[src/rtl/multi_channel_countdown_timer.sv]
// NUM_CH independent countdown channels that share one prescaled tick.
// Each channel supports load, pause, one-shot or auto-reload mode, and a sticky done flag.
module multi_channel_countdown_timer #(
    parameter int CLK_FREQ_HZ = 50_000_000,
    parameter int TICK_HZ     = 1,
    parameter int NUM_CH      = 4,
    parameter int CNT_W       = 8
) (
    input  logic                    clk,
    input  logic                    rst_n,
    input  logic [NUM_CH-1:0]       load,
    input  logic [NUM_CH*CNT_W-1:0] load_value,
    input  logic [NUM_CH-1:0]       pause,
    input  logic [NUM_CH-1:0]       auto_reload,
    output logic [NUM_CH*CNT_W-1:0] current_time,
    output logic [NUM_CH-1:0]       running,
    output logic [NUM_CH-1:0]       done,
    output logic [NUM_CH-1:0]       done_pulse,
    output logic                    tick
);

    localparam int              DIV    = CLK_FREQ_HZ / TICK_HZ;
    localparam int              PS_W   = (DIV > 1) ? $clog2(DIV) : 1;
    localparam logic [PS_W-1:0] PS_MAX = PS_W'(DIV - 1);

    typedef enum logic [1:0] {
        ST_IDLE    = 2'd0,
        ST_RUN     = 2'd1,
        ST_PAUSED  = 2'd2,
        ST_EXPIRED = 2'd3
    } state_e;

    typedef struct packed {
        state_e           state;
        logic [CNT_W-1:0] cnt;
        logic [CNT_W-1:0] reload;
        logic             mode;
        logic             done;
        logic             pulse;
        logic             running;
    } ch_t;

    logic [PS_W-1:0] ps_q, ps_d;
    logic            tick_q, tick_d;
    ch_t             ch_q [NUM_CH];
    ch_t             ch_d [NUM_CH];

    always_comb begin
        tick_d = (ps_q == PS_MAX);
        ps_d   = tick_d ? '0 : ps_q + PS_W'(1);
    end

    // Each channel acts on the registered tick. A load overrides a pause, and a pause overrides a tick.
    always_comb begin
        for (int i = 0; i < NUM_CH; i++) begin
            // NOTE: every field is given a default from the held state first, so no path can infer a latch.
            ch_d[i]       = ch_q[i];
            ch_d[i].pulse = 1'b0;
            if (load[i]) begin
                ch_d[i].cnt    = load_value[i*CNT_W +: CNT_W];
                ch_d[i].reload = load_value[i*CNT_W +: CNT_W];
                ch_d[i].mode   = auto_reload[i];
                ch_d[i].done   = 1'b0;
                if (load_value[i*CNT_W +: CNT_W] == '0) begin
                    ch_d[i].state = ST_IDLE;
                end else if (pause[i]) begin
                    ch_d[i].state = ST_PAUSED;
                end else begin
                    ch_d[i].state = ST_RUN;
                end
            end else begin
                case (ch_q[i].state)
                    ST_RUN: begin
                        if (pause[i]) begin
                            ch_d[i].state = ST_PAUSED;
                        end else if (tick_q) begin
                            if (ch_q[i].cnt > CNT_W'(1)) begin
                                ch_d[i].cnt = ch_q[i].cnt - CNT_W'(1);
                            end else begin
                                ch_d[i].pulse = 1'b1;
                                ch_d[i].done  = 1'b1;
                                if (ch_q[i].mode) begin
                                    ch_d[i].cnt = ch_q[i].reload;
                                end else begin
                                    ch_d[i].cnt   = '0;
                                    ch_d[i].state = ST_EXPIRED;
                                end
                            end
                        end
                    end
                    ST_PAUSED: begin
                        if (!pause[i]) begin
                            ch_d[i].state = ST_RUN;
                        end
                    end
                    default: begin
                    end
                endcase
            end
            ch_d[i].running = (ch_d[i].state == ST_RUN);
        end
    end

    always_ff @(posedge clk or negedge rst_n) begin
        if (!rst_n) begin
            ps_q   <= '0;
            tick_q <= 1'b0;
            for (int i = 0; i < NUM_CH; i++) begin
                ch_q[i] <= '0;
            end
        end else begin
            // NOTE: non-blocking assignments let every flop sample the values from before this edge.
            ps_q   <= ps_d;
            tick_q <= tick_d;
            for (int i = 0; i < NUM_CH; i++) begin
                ch_q[i] <= ch_d[i];
            end
        end
    end

    always_comb begin
        current_time = '0;
        running      = '0;
        done         = '0;
        done_pulse   = '0;
        for (int i = 0; i < NUM_CH; i++) begin
            current_time[i*CNT_W +: CNT_W] = ch_q[i].cnt;
            running[i]                     = ch_q[i].running;
            done[i]                        = ch_q[i].done;
            done_pulse[i]                  = ch_q[i].pulse;
        end
    end

    assign tick = tick_q;

endmodule

[config.mk]
export PLATFORM = sky130hd
export DESIGN_NAME = multi_channel_countdown_timer
export DESIGN_NICKNAME = d
export VERILOG_FILES = /design/src/rtl/multi_channel_countdown_timer.sv
export SDC_FILE = /design/constraint.sdc
export NUM_CORES = 1
export LEC_CHECK = 0
export ABC_AREA = 1
export ABC_CLOCK_PERIOD_IN_PS = 3100
export BUFFER_PORTS_ARGS = -buffer_cell sky130_fd_sc_hd__buf_2
export CAP_MARGIN = 25
export CORE_ASPECT_RATIO = 0.5
export CORE_UTILIZATION = 50
export CTS_CLUSTER_DIAMETER = 120
export DETAILED_ROUTE_END_ITERATION = 6
export PLACE_DENSITY = 0.77
export SYNTH_ARGS = -nofsm -noshare
export SYNTH_HDL_FRONTEND = slang
export SYNTH_SLANG_ARGS = --single-unit
[constraint.sdc]
create_clock -name clk -period 3.1 [get_ports clk]
set_input_delay 0.155 -clock clk [delete_from_list [all_inputs] [get_ports clk]]
set_output_delay 0.155 -clock clk [all_outputs]
set_load 0.02 [all_outputs]
## After elaboration in Yosys (flattened, before gate mapping)

Cells that the tools add are included.

| storage, ports and cells | value |
|---|---|
| register bits after elaboration | 115 |
| input bits | 46 |
| output and inout bits | 45 |
| logic and storage cells | 157 |

| cells by class | value |
|---|---|
| add/sub/neg operators | 5 |
| magnitude comparators | 4 |
| eq/ne operators | 21 |
| muxes and demuxes | 77 |
| reductions and logical operators | 20 |

Operators with widths:

| cell | number |
|---|---|
| $mux W8 | 16 |
| $mux W10 | 8 |
| $mux W2 | 40 |
| $gt A8 B1 Y1 const B | 4 |
| $logic_not A8 Y1 | 4 |
| $sub A8 B1 Y8 const B | 4 |
| $add A26 B1 Y26 const B | 1 |
| $eq A26 B26 Y1 const B | 1 |
| $mux W26 | 1 |
| $eq A2 B1 Y1 const B | 8 |
| $ne A2 B2 Y1 const B | 8 |
| $pmux W2 S2 | 4 |
| $reduce_and A4 Y1 | 4 |
| $reduce_bool A2 Y1 | 8 |
| $reduce_and A3 Y1 | 4 |
| $eq A2 B2 Y1 const B | 4 |
| $mux W1 | 8 |

## Logic depth before layout (Yosys ltp)

Gate-level depths: netlist of run 1.

| logic depth | value |
|---|---|
| depth after elaboration | 7 |
| gate-level depth with buffers | 11 |
| depth with buffers taken out | 11 |

## Least setup slack after synthesis of run 1

No wires, ideal clock.

| path | value |
|---|---|
| path kind | reg-to-reg |
| from | reg ch_q (netlist bit current_time[8]) |
| to | reg ch_q (netlist bit current_time[14]) |
| library setup time | 130 ps |
| data arrival time | 1367 ps |
| slack | 1603 ps |
| cell stages (with the launch flop) | 10 |
| path buffers | 1 |
| clock period less this slack | 1497 ps |
| cell sequence | dfrtp_1 inv_1 ha_1 nor2_1 nor2_1 nand2_1 buf_2 nand2_1 o211ai_1 nand3_1 |

| on the way | value |
|---|---|
| cells in the longest elaborated chain, start to end | 6 |
| elaborated cells between the ends (all ways) | 7 |

RTL lines:

| item | line | source |
|---|---|---|
| start, declared | 45 | `ch_t ch_q [NUM_CH];` |
| start signal, assigned by index | 116 | `ch_q[i] <= ch_d[i];` |
| $sub A8 B1 Y8 or $gt A8 B1 Y1 (tied branches) | 78, 77 |  |
| $mux W8 * | 77 | `if (ch_q[i].cnt > CNT_W'(1)) begin` |
| $mux W10 * | 76 | `end else if (tick_q) begin` |
| $mux W8 * | 74 | `if (pause[i]) begin` |
| $mux W8 * | 72 | `case (ch_q[i].state)` |
| $mux W10 * | 59 | `if (load[i]) begin` |

Mark *: on every way between the ends. The rest lies on a longest branch, timed or not. The select of a mux whose other input is x is not followed.
A chain may end at the register's enable or synchronous reset.

## Final worst setup path of run 1

| path | value |
|---|---|
| from | reg ch_q (netlist bit current_time[24]) |
| to | reg ch_q (netlist bit current_time[25]) |

The elaborated chain is that of the path after synthesis.

==> metrics, run 1 <==
setup TNS 0 ns; area of the multi-input gates approximately 3100 um^2; GP Congestion just over 0.9; largest family of logic cells by synthesized area simple AND/OR/NAND/NOR gates; clk slew on worst S/H paths roughly 0.060 ns; Final ANT Viol Nets 0; crit path DAT approximately 2.3 ns; grt ovf 0; WL/cell between 10 and 15 um; final setup violating endpoints 0; final core utilization about three fifths; commonest non-fill, non-tap cell in the layout nand2_1; Overall Power 0.004629 W; first-pass GRT wire length between 20000 and 30000 um; Synth Area in XOR/XNOR approximately 3.5%; htree depth 4; flops & latches, synth 115; area grow syn2layout 14.96%; Clock Skew a little over 0.01 ns; static leakage approximately 4.0 nW; Resized cells post-CTS 0; TritonCTS clock tree done; min Tclk post-route approximately 2.0 ns; relative slew slack just under 70%; number of fill cells 1147; fmax just over 500 MHz; Avg Vias per Cell about 5.3; post-DP HPWL around 12000 um; met3 WL between 800 and 900 um; Bufs on Longest Clock Path 2; Reg power frac a little under two fifths; VDD IR max slightly below 0.4 mV; die extent in y roughly 85 um; worst hold margin about 0.008 ns; Power per Cell Area between 500 and 600 nW/um^2; final net count 1039; Setup CP Type reg -> reg; Crit-path slowest cell dfrtp_1; Yosys top cell area share about 42%; Netlist cell types 31; largest net degree at the start of global routing 86; YS warnings 0; final period utilization between 60% and 70%; Initial Utilization a little over half; Total GRT Usage approximately 24%; DRT iter0 DRCs 566; initial antenna violation count 0; core area ~13000 um^2; CTS root buf clkbuf_16; post-synthesis mux area share 0%; Net Switching about 0.0014 W; post-synthesis compound-gate area fraction a little under a tenth; number of core rows 29; Mapped Nets just under 1000; Mean Syn Cell Area ~7.5 um^2; Clk Latency, worst-skew pair 0.41 ns; delay-heaviest family, CP simple AND/OR/NAND/NOR gates; DRT Pass-1 Iters 7; CP max stage delay 0.39 ns; CP max FO 11; input/output buffers 90; die width ~170 um; outcome completed; required time of the critical path 3.39 ns; sequential cell area roughly 2900 um^2; # DRC 0; worst hold-check path type in -> reg; commonest non-fill, non-tap cells in the layout nand2_1, inv_1, dfrtp_1; Routed met2 length around 7400 um; total CTS buffers 17; # hold bufs at CTS 11; Post-Synth Adder-Cell Area approximately 3.1%; Max-cap violations 0; Inserted Diodes 0; switching share of power 29.68%; post-synthesis cell area between 6000 and 7000 um^2; Comb pwr share 19.1%; Final Hold Vio Count 0; Int Power 0.003255 W; CTS sink cnt about 120; die area around 14000 um^2; cell taking the most area after synthesis dfrtp_1; crit-path cells inv_1, ha_1, nor2_1, nor2_1, nand2_1, inv_1, o21ai_0, nand3_1, o211ai_1; layout cell share with drive strength beyond 1 between 10% and 20%; slew of the pin with the lowest slew margin 0.4641 ns; Post CTS Setup Buffer Count 0; clock network fraction of total power 43.6%; Slew Limit Fails 0; vias in the first global route 6035; fraction of the yosys area taken by sequential cells a little over two fifths; final WL between 15000 and 20000 um; fraction of the mapped netlist area in simple logic gates around 29%; CP Capture Type register; M1 WL roughly 7500 um; Worst setup SP type register; # IOs between 90 and 100; RSZ-0062 raised after global routing no; synth top area cells dfrtp_1, nand2_1, inv_1, nand3_1, nor2_1; Buf+Inv Stages, Crit Path 2; Post-Syn Instances just over 900; Max Used Layer met4; via count approximately 6000
[metrics by stage]
step                      cells  cell area, um^2  worst slack [ns]
after global routing       1159             7855            0.9220
final                      1159             7855             1.113
after CTS                  1159             7855             1.120
after detailed placement   1116             7133             1.168
after floorplan             910             6833             1.603
after global placement     1116             7133             1.283
[tightest hold or removal path: stages]
cell,delay [ns]
buf_2,0.09
nand2_1,0.06
nand3_1,0.08
[cell type report]
| class | instances | area share, % |
|---|---|---|
| clock buffers | 20 | 5.814 |
| clock inverters | 12 | 1.975 |
| inverters | 131 | 6.260 |
| multi-input cells | 609 | 39.18 |
| flip-flops and latches | 115 | 36.64 |
| well taps | 170 | 2.708 |
| repair buffers | 102 | 7.423 |
[cell usage after synthesis, drive strengths merged]
cell type	instances
nor3	9
buf	50
xor2	20
nor3b	1
inv	131
o21bai	1
or2	2
o211ai	18
clkbuf	5
dfrtp	115
ha	17
nand3	79
a31o	1
nand3b	2
nand4	21
xnor2	7
nand2	221
o2111ai	2
and3	1
a21oi	23
o21ai	70
nor2	114
[layer usage]
metal	up-vias	global-route usage (%)
li1	3001	-
met1	2892	31.44
met2	177	39.62
met3	21	5.563
met4	0	8.590
met5	-	0
[kinds of logic after synthesis]
family,count (synthesis)
adders and majority gates,17
DFF,115
and+or+nand+nor,450
buffers and inverters,186
xor gates and xnor gates,27
AOI/OAI and AO/OA,115
[power by group through the flow]
stage,Clock (W),Sequential [W],Combinational (W)
3_3_place_gp,0,0.00174,0.000835
6_report,0.00202,0.00173,0.000882
5_1_grt,0.00211,0.00174,0.00101
2_1_floorplan,0,0.00172,0.000694
3_5_place_dp,0,0.00175,0.000868
4_1_cts,0.00205,0.00172,0.000881
[flip-flops by register name (all words and copies together), names as in the netlist]
register      count
current_time     32
done_pulse        4
done              4
running           4
ch_q             44
ps_q             26
tick              1
[worst paths after layout]
| check | startpoint | slack [ns] | to | cells after the start |
|---|---|---|---|---|
| setup / recovery | current_time[24] | 1.11 | current_time[25] | 9 |
| hold / removal | load_value[19] | 0.008 | current_time[19] | 3 |
| setup reg to reg | current_time[24] | 1.11 | current_time[25] | 9 |
| hold reg to reg | ch_q[77] | 0.47 | ch_q[77] | 2 |
| max in group asynchronous | rst_n | 2.09 | ch_q[75] | 3 |
| min in group asynchronous | rst_n | 0.22 | ps_q[19] | 2 |
Power figures use the tool's default switching activity.
==> run 2: changes to the inputs <==
ABC_CLOCK_PERIOD_IN_PS = 1800   (was 3100)
PLACE_DENSITY = 0.79   (was 0.77)
clock period = 1.8 ns   (was 3.1 ns; I/O delays follow)
==> metrics, run 2 (same netlist as run 1, synthesis figures left out) <==
CP max FO 9 (was 11); Bufs on Longest Clock Path 2 (unchanged); Total GRT Usage 24.99% (was 24.11%); CP Capture Type register (unchanged); number of fill cells 1135 (was 1147); area grow syn2layout 20.25% (was 14.96%); htree depth 4 (unchanged); area of the multi-input gates 3085 um^2 (was 3078 um^2); layout cell share with drive strength beyond 1 17.34% (was 16.68%); Clk Latency, worst-skew pair 0.40 ns (was 0.41 ns); die width 167.3 um (unchanged); Max-cap violations 0 (unchanged); Worst Reg2Reg Path Length in Cells 9 (unchanged); commonest non-fill, non-tap cell in the layout nand2_1 (unchanged); initial antenna violation count 0 (unchanged); first-pass GRT wire length 28220 um (was 27290 um); Clock Skew 0.01015 ns (was 0.01030 ns); Power per Cell Area 914.3 nW/um^2 (was 589.4 nW/um^2); Avg Vias per Cell 5.186 (was 5.255); crit path DAT 1.92 ns (was 2.27 ns); Initial Utilization 52.60% (unchanged); commonest non-fill, non-tap cells in the layout nand2_1, inv_1, dfrtp_1 (unchanged); outcome completed (unchanged); CTS sink cnt 115 (unchanged); final worst slack 0.1486 ns (was 1.113 ns); Final Hold Vio Count 0 (unchanged); Post-Layout Cell Count 1202 (was 1159); max reg flops 44 (unchanged); worst hold margin 0.02123 ns (was 0.008024 ns); Worst setup SP type register (unchanged); post-DP HPWL 11930 um (was 11650 um); final period utilization 91.74% (was 64.11%); pre-CTS setup slack 0.1281 ns (was 1.168 ns); required time of the critical path 2.07 ns (was 3.39 ns); sequential cell area 2878 um^2 (unchanged); vias in the first global route 6036 (was 6035); Biggest register ch_q (unchanged); final WL 16600 um (was 16040 um); WL/cell 13.81 um (was 13.84 um); Placed Cells incl. Taps 1129 (was 1116); die area 14170 um^2 (unchanged); DRT iter0 DRCs 566 (unchanged); number of core rows 29 (unchanged); # DRC 0 (unchanged); setup TNS 0 ns (unchanged); Inserted Diodes 0 (unchanged); largest net degree at the start of global routing 45 (was 86); static leakage 4.170 nW (was 4.001 nW); TritonCTS clock tree done (unchanged); grt ovf 0 (unchanged); Setup CP Type reg -> reg (unchanged); core area 12990 um^2 (unchanged); via count 6233 (was 6091); input/output buffers 90 (unchanged); final setup violating endpoints 0 (unchanged); clk slew on worst S/H paths 0.05 ns (was 0.06 ns); RSZ-0062 raised after global routing no (unchanged); CTS root buf clkbuf_16 (unchanged); Hold Path Stages 4 (was 3); # IOs 91 (unchanged); slew of the pin with the lowest slew margin 0.5675 ns (was 0.4641 ns); VDD IR max 0.5333 mV (was 0.3915 mV); total CTS buffers 17 (unchanged); fmax 605.6 MHz (was 503.2 MHz); die extent in y 84.66 um (unchanged); Final ANT Viol Nets 0 (unchanged); GP Congestion 0.9047 (was 0.9143); relative slew slack 62.17% (was 68.73%); min Tclk post-route 1.651 ns (was 1.987 ns); final net count 1085 (was 1039); DRT Pass-1 Iters 6 (was 7); worst hold-check path type in -> reg (unchanged); Slew Limit Fails 0 (unchanged)
## run 2: layout make-up
| type | count | area share, % |
|---|---|---|
| clock inverters | 6 | 0.3959 |
| multi-input cells | 609 | 37.55 |
| flip-flops and latches | 115 | 35.02 |
| repair buffers | 148 | 12.58 |
| clock buffers | 23 | 5.817 |
| inverters | 131 | 6.045 |
| well taps | 170 | 2.589 |
## run 2: power by group
| group | leakage, nW | total [W] | switching, W | internal, W |
|---|---|---|---|---|
| clock network | 0.254 | 0.00295 | 0.00112 | 0.00183 |
| logic | 2.47 | 0.00160 | 0.000990 | 0.000606 |
| registers | 1.45 | 0.00297 | 0.000152 | 0.00282 |
## run 2: final timing paths
kind | start | endpoint | slack [ns]
worst min register to register | ch_q[4] | ch_q[4] | 0.48
worst max-delay path | current_time[16] | current_time[17] | 0.15
worst max register to register | current_time[16] | current_time[17] | 0.15
max in group asynchronous | rst_n | ch_q[10] | 0.94
min in group asynchronous | rst_n | ch_q[27] | 0.23
worst min-delay path | load[3] | ch_q[4] | 0.02
## run 2: layer usage
layer / track usage, % / share of wire (%) / up-vias
li1: - / - / 3094
met1: 32.93 / 46 / 2891
met2: 41.17 / 47 / 211
met3: 4.903 / 4.8 / 37
met4: 9.258 / 2.0 / 0
met5: 0 / 0 / -
## run 2: stage by stage
stage	total power (W)	utilization [%]	cell area, um^2
2_1_floorplan	0.004166	-	6833
3_3_place_gp	0.004452	55.86	7256
3_5_place_dp	0.004511	55.86	7256
4_1_cts	0.007559	63.10	8197
5_1_grt	0.007954	63.25	8217
6_report	0.007513	63.25	8217
## run 2: worst max-delay path: stages, from the launching register on
cell and delay (ns):
dfrtp_1 0.39, inv_1 0.12, ha_2 0.23, nor2_1 0.05, nor2_1 0.16, nand2_2 0.14
inv_4 0.11, o21ai_0 0.10, nand4_1 0.09, o211ai_1 0.10
## run 2: repair_timing
action	4_1_cts	5_1_grt
hold buffers	43	0
endpoints found under the hold margin	102	0
setup buffers	0	1
endpoints found under the setup margin	0	21
gates resized for setup	0	7
==> run 3: changes to the inputs <==
ABC_CLOCK_PERIOD_IN_PS = 2100   (was 1800)
PLACE_DENSITY = 0.77   (was 0.79)
clock period = 2.1 ns   (was 1.8 ns; I/O delays follow)
==> metrics, run 3 (same netlist as run 1, synthesis figures left out) <==
htree depth 4 (unchanged); Slew Limit Fails 0 (unchanged); CP Capture Type register (unchanged); r2r startpoint current_time[16] (unchanged); die extent in y 84.66 um (unchanged); Reg2Reg Setup Slack 0.36 ns (was 0.15 ns); input/output buffers 90 (unchanged); Worst Hold End ch_q[65] (was ch_q[4]); Biggest register ch_q (unchanged); clk slew on worst S/H paths 0.06 ns (was 0.05 ns); RSZ-0062 raised after global routing no (unchanged); relative slew slack 61.56% (was 62.17%); Routed met2 length 7559 um (was 7868 um); commonest non-fill, non-tap cell in the layout nand2_1 (unchanged); Max Used Layer met4 (unchanged); M1 WL 7559 um (was 7593 um); DRT Pass-1 Iters 5 (was 6); Buf+Inv Stages, Crit Path 2 (unchanged); hold_sp pause[1] (was load[3]); CTS root buf clkbuf_16 (unchanged); initial antenna violation count 0 (unchanged); setup TNS 0 ns (unchanged); area grow syn2layout 18.70% (was 20.25%); Worst Setup SP current_time[16] (unchanged); GP Congestion 0.9106 (was 0.9047); Final ANT Viol Nets 0 (unchanged); grt ovf 0 (unchanged); Worst setup SP type register (unchanged); max reg flops 44 (unchanged); final worst slack 0.3629 ns (was 0.1486 ns); crit-path cells inv_1, ha_1, nor2_1, nor2_1, nand2_2, inv_2, o21ai_0, nand4_1, o211ai_1 (was inv_1, ha_2, nor2_1, nor2_1, nand2_2, inv_4, o21ai_0, nand4_1, o211ai_1); Avg Vias per Cell 5.203 (was 5.186); # hold bufs at CTS 36 (was 43); die area 14170 um^2 (unchanged); number of core rows 29 (unchanged); Bufs on Longest Clock Path 2 (unchanged); met3 WL 1030 um (was 804 um); Worst Reg2Reg Path Length in Cells 9 (unchanged); Placed Cells incl. Taps 1119 (was 1129); R2R Path End current_time[17] (unchanged); final WL 16340 um (was 16600 um); final period utilization 82.72% (was 91.74%); Resized cells post-CTS 0 (unchanged); Overall Power 0.006741 W (was 0.007513 W); worst hold-check path type in -> reg (unchanged); largest net degree at the start of global routing 42 (was 45); commonest non-fill, non-tap cells in the layout nand2_1, inv_1, dfrtp_1 (unchanged); first-pass GRT wire length 27590 um (was 28220 um); crit path DAT 2.01 ns (was 1.92 ns); fmax 575.7 MHz (was 605.6 MHz); Clock Skew 0.006914 ns (was 0.01015 ns); min Tclk post-route 1.737 ns (was 1.651 ns); required time of the critical path 2.37 ns (was 2.07 ns); slew of the pin with the lowest slew margin 0.5765 ns (was 0.5675 ns); total CTS buffers 17 (unchanged); outcome completed (unchanged); Crit-path slowest cell dfrtp_1 (unchanged); Post CTS Setup Buffer Count 0 (unchanged); TritonCTS clock tree done (unchanged); die width 167.3 um (unchanged); Total GRT Usage 24.42% (was 24.99%); Post-Layout Cell Count 1187 (was 1202); WL/cell 13.76 um (was 13.81 um); Final Hold Vio Count 0 (unchanged); pre-CTS setup slack 0.3936 ns (was 0.1281 ns); CP max FO 10 (was 9); CTS sink cnt 115 (unchanged); final net count 1067 (was 1085); Inserted Diodes 0 (unchanged); Hold Path Stages 3 (was 4); post-DP HPWL 11690 um (was 11930 um); Power per Cell Area 831.2 nW/um^2 (was 914.3 nW/um^2); DRT iter0 DRCs 576 (was 566); static leakage 4.122 nW (was 4.170 nW); CP max stage delay 0.39 ns (about the same); final setup violating endpoints 0 (unchanged); layout cell share with drive strength beyond 1 16.32% (was 17.34%); Setup CP Type reg -> reg (unchanged); core area 12990 um^2 (unchanged); delay-heaviest family, CP simple AND/OR/NAND/NOR gates (unchanged); Clk Latency, worst-skew pair 0.41 ns (was 0.40 ns); Initial Utilization 52.60% (unchanged); # DRC 0 (unchanged); VDD IR max 0.6101 mV (was 0.5333 mV); via count 6176 (was 6233); # IOs 91 (unchanged); Max-cap violations 0 (unchanged); most used cell, CP nor2_1 (unchanged); vias in the first global route 5919 (was 6036)
run 3: cell types whose count changed in the layout (fill, tap and decap cells not counted), moves of 2 or more:
| cell | previous run | this run |
|---|---|---|
| inv_4 | 2 | 0 |
| ha_2 | 3 | 0 |
| ha_1 | 14 | 17 |
| buf_4 | 13 | 3 |
| dlygate4sd3_1 | 43 | 36 |
| inv_1 | 119 | 121 |
| bufinv_16 | 0 | 2 |
run 3: worst max-delay path by stage:
| stage | to | slack (ns) | depth (start not counted) |
|---|---|---|---|
| 2_1_floorplan | current_time[14] | 0.60 | 9 |
| 3_5_place_dp | current_time[3] | 0.39 | 9 |
| 4_1_cts | current_time[3] | 0.38 | 9 |
| 6_report | current_time[17] | 0.36 | 9 |
| 5_1_grt | current_time[17] | 0.12 | 9 |
| 3_3_place_gp | current_time[17] | 0.44 | 9 |
run 3: worst register-to-register path: cells and delay by family, from the launching register on:
kind	cells	cell delay (ns)
DFF	1	0.39
buffers and inverters	2	0.29
adders and majority gates	1	0.25
and+or+nand+nor	4	0.48
AOI/OAI and AO/OA	2	0.19
run 3: cell type report:
type	instances	area [um^2]
tap	170	212.7
inverter	131	491.7
fill	1098	4880
clock buffer	23	478.0
clock inverter	9	103.9
timing repair buffer	130	868.3
sequential	115	2878
multi-input combinational	609	3078
run 3: metal layers:
layer  up-vias  global-route usage [%]
li1       3057                       -
met1      2881                   33.09
met2       216                   39.32
met3        22                   5.422
met4         0                   7.339
met5         -                       0
run 3: power by group:
group / internal, W / switching, W
sequential: 0.00241 / 0.000134
clock: 0.00183 / 0.00101
combinational: 0.000500 / 0.000847
total: 0.00475 / 0.00199
run 3: per-stage QoR:
step / cell area [um^2] / util (%) / hold slack, ns
final: 8110 / 62.43 / 0.01395
after global routing: 8110 / 62.43 / 0.01678
after CTS: 8110 / 62.43 / 0.001558
after detailed placement: 7168 / 55.18 / 0.1371
after global placement: 7168 / 55.18 / 0.1262
after floorplan: 6833 / - / -0.1906
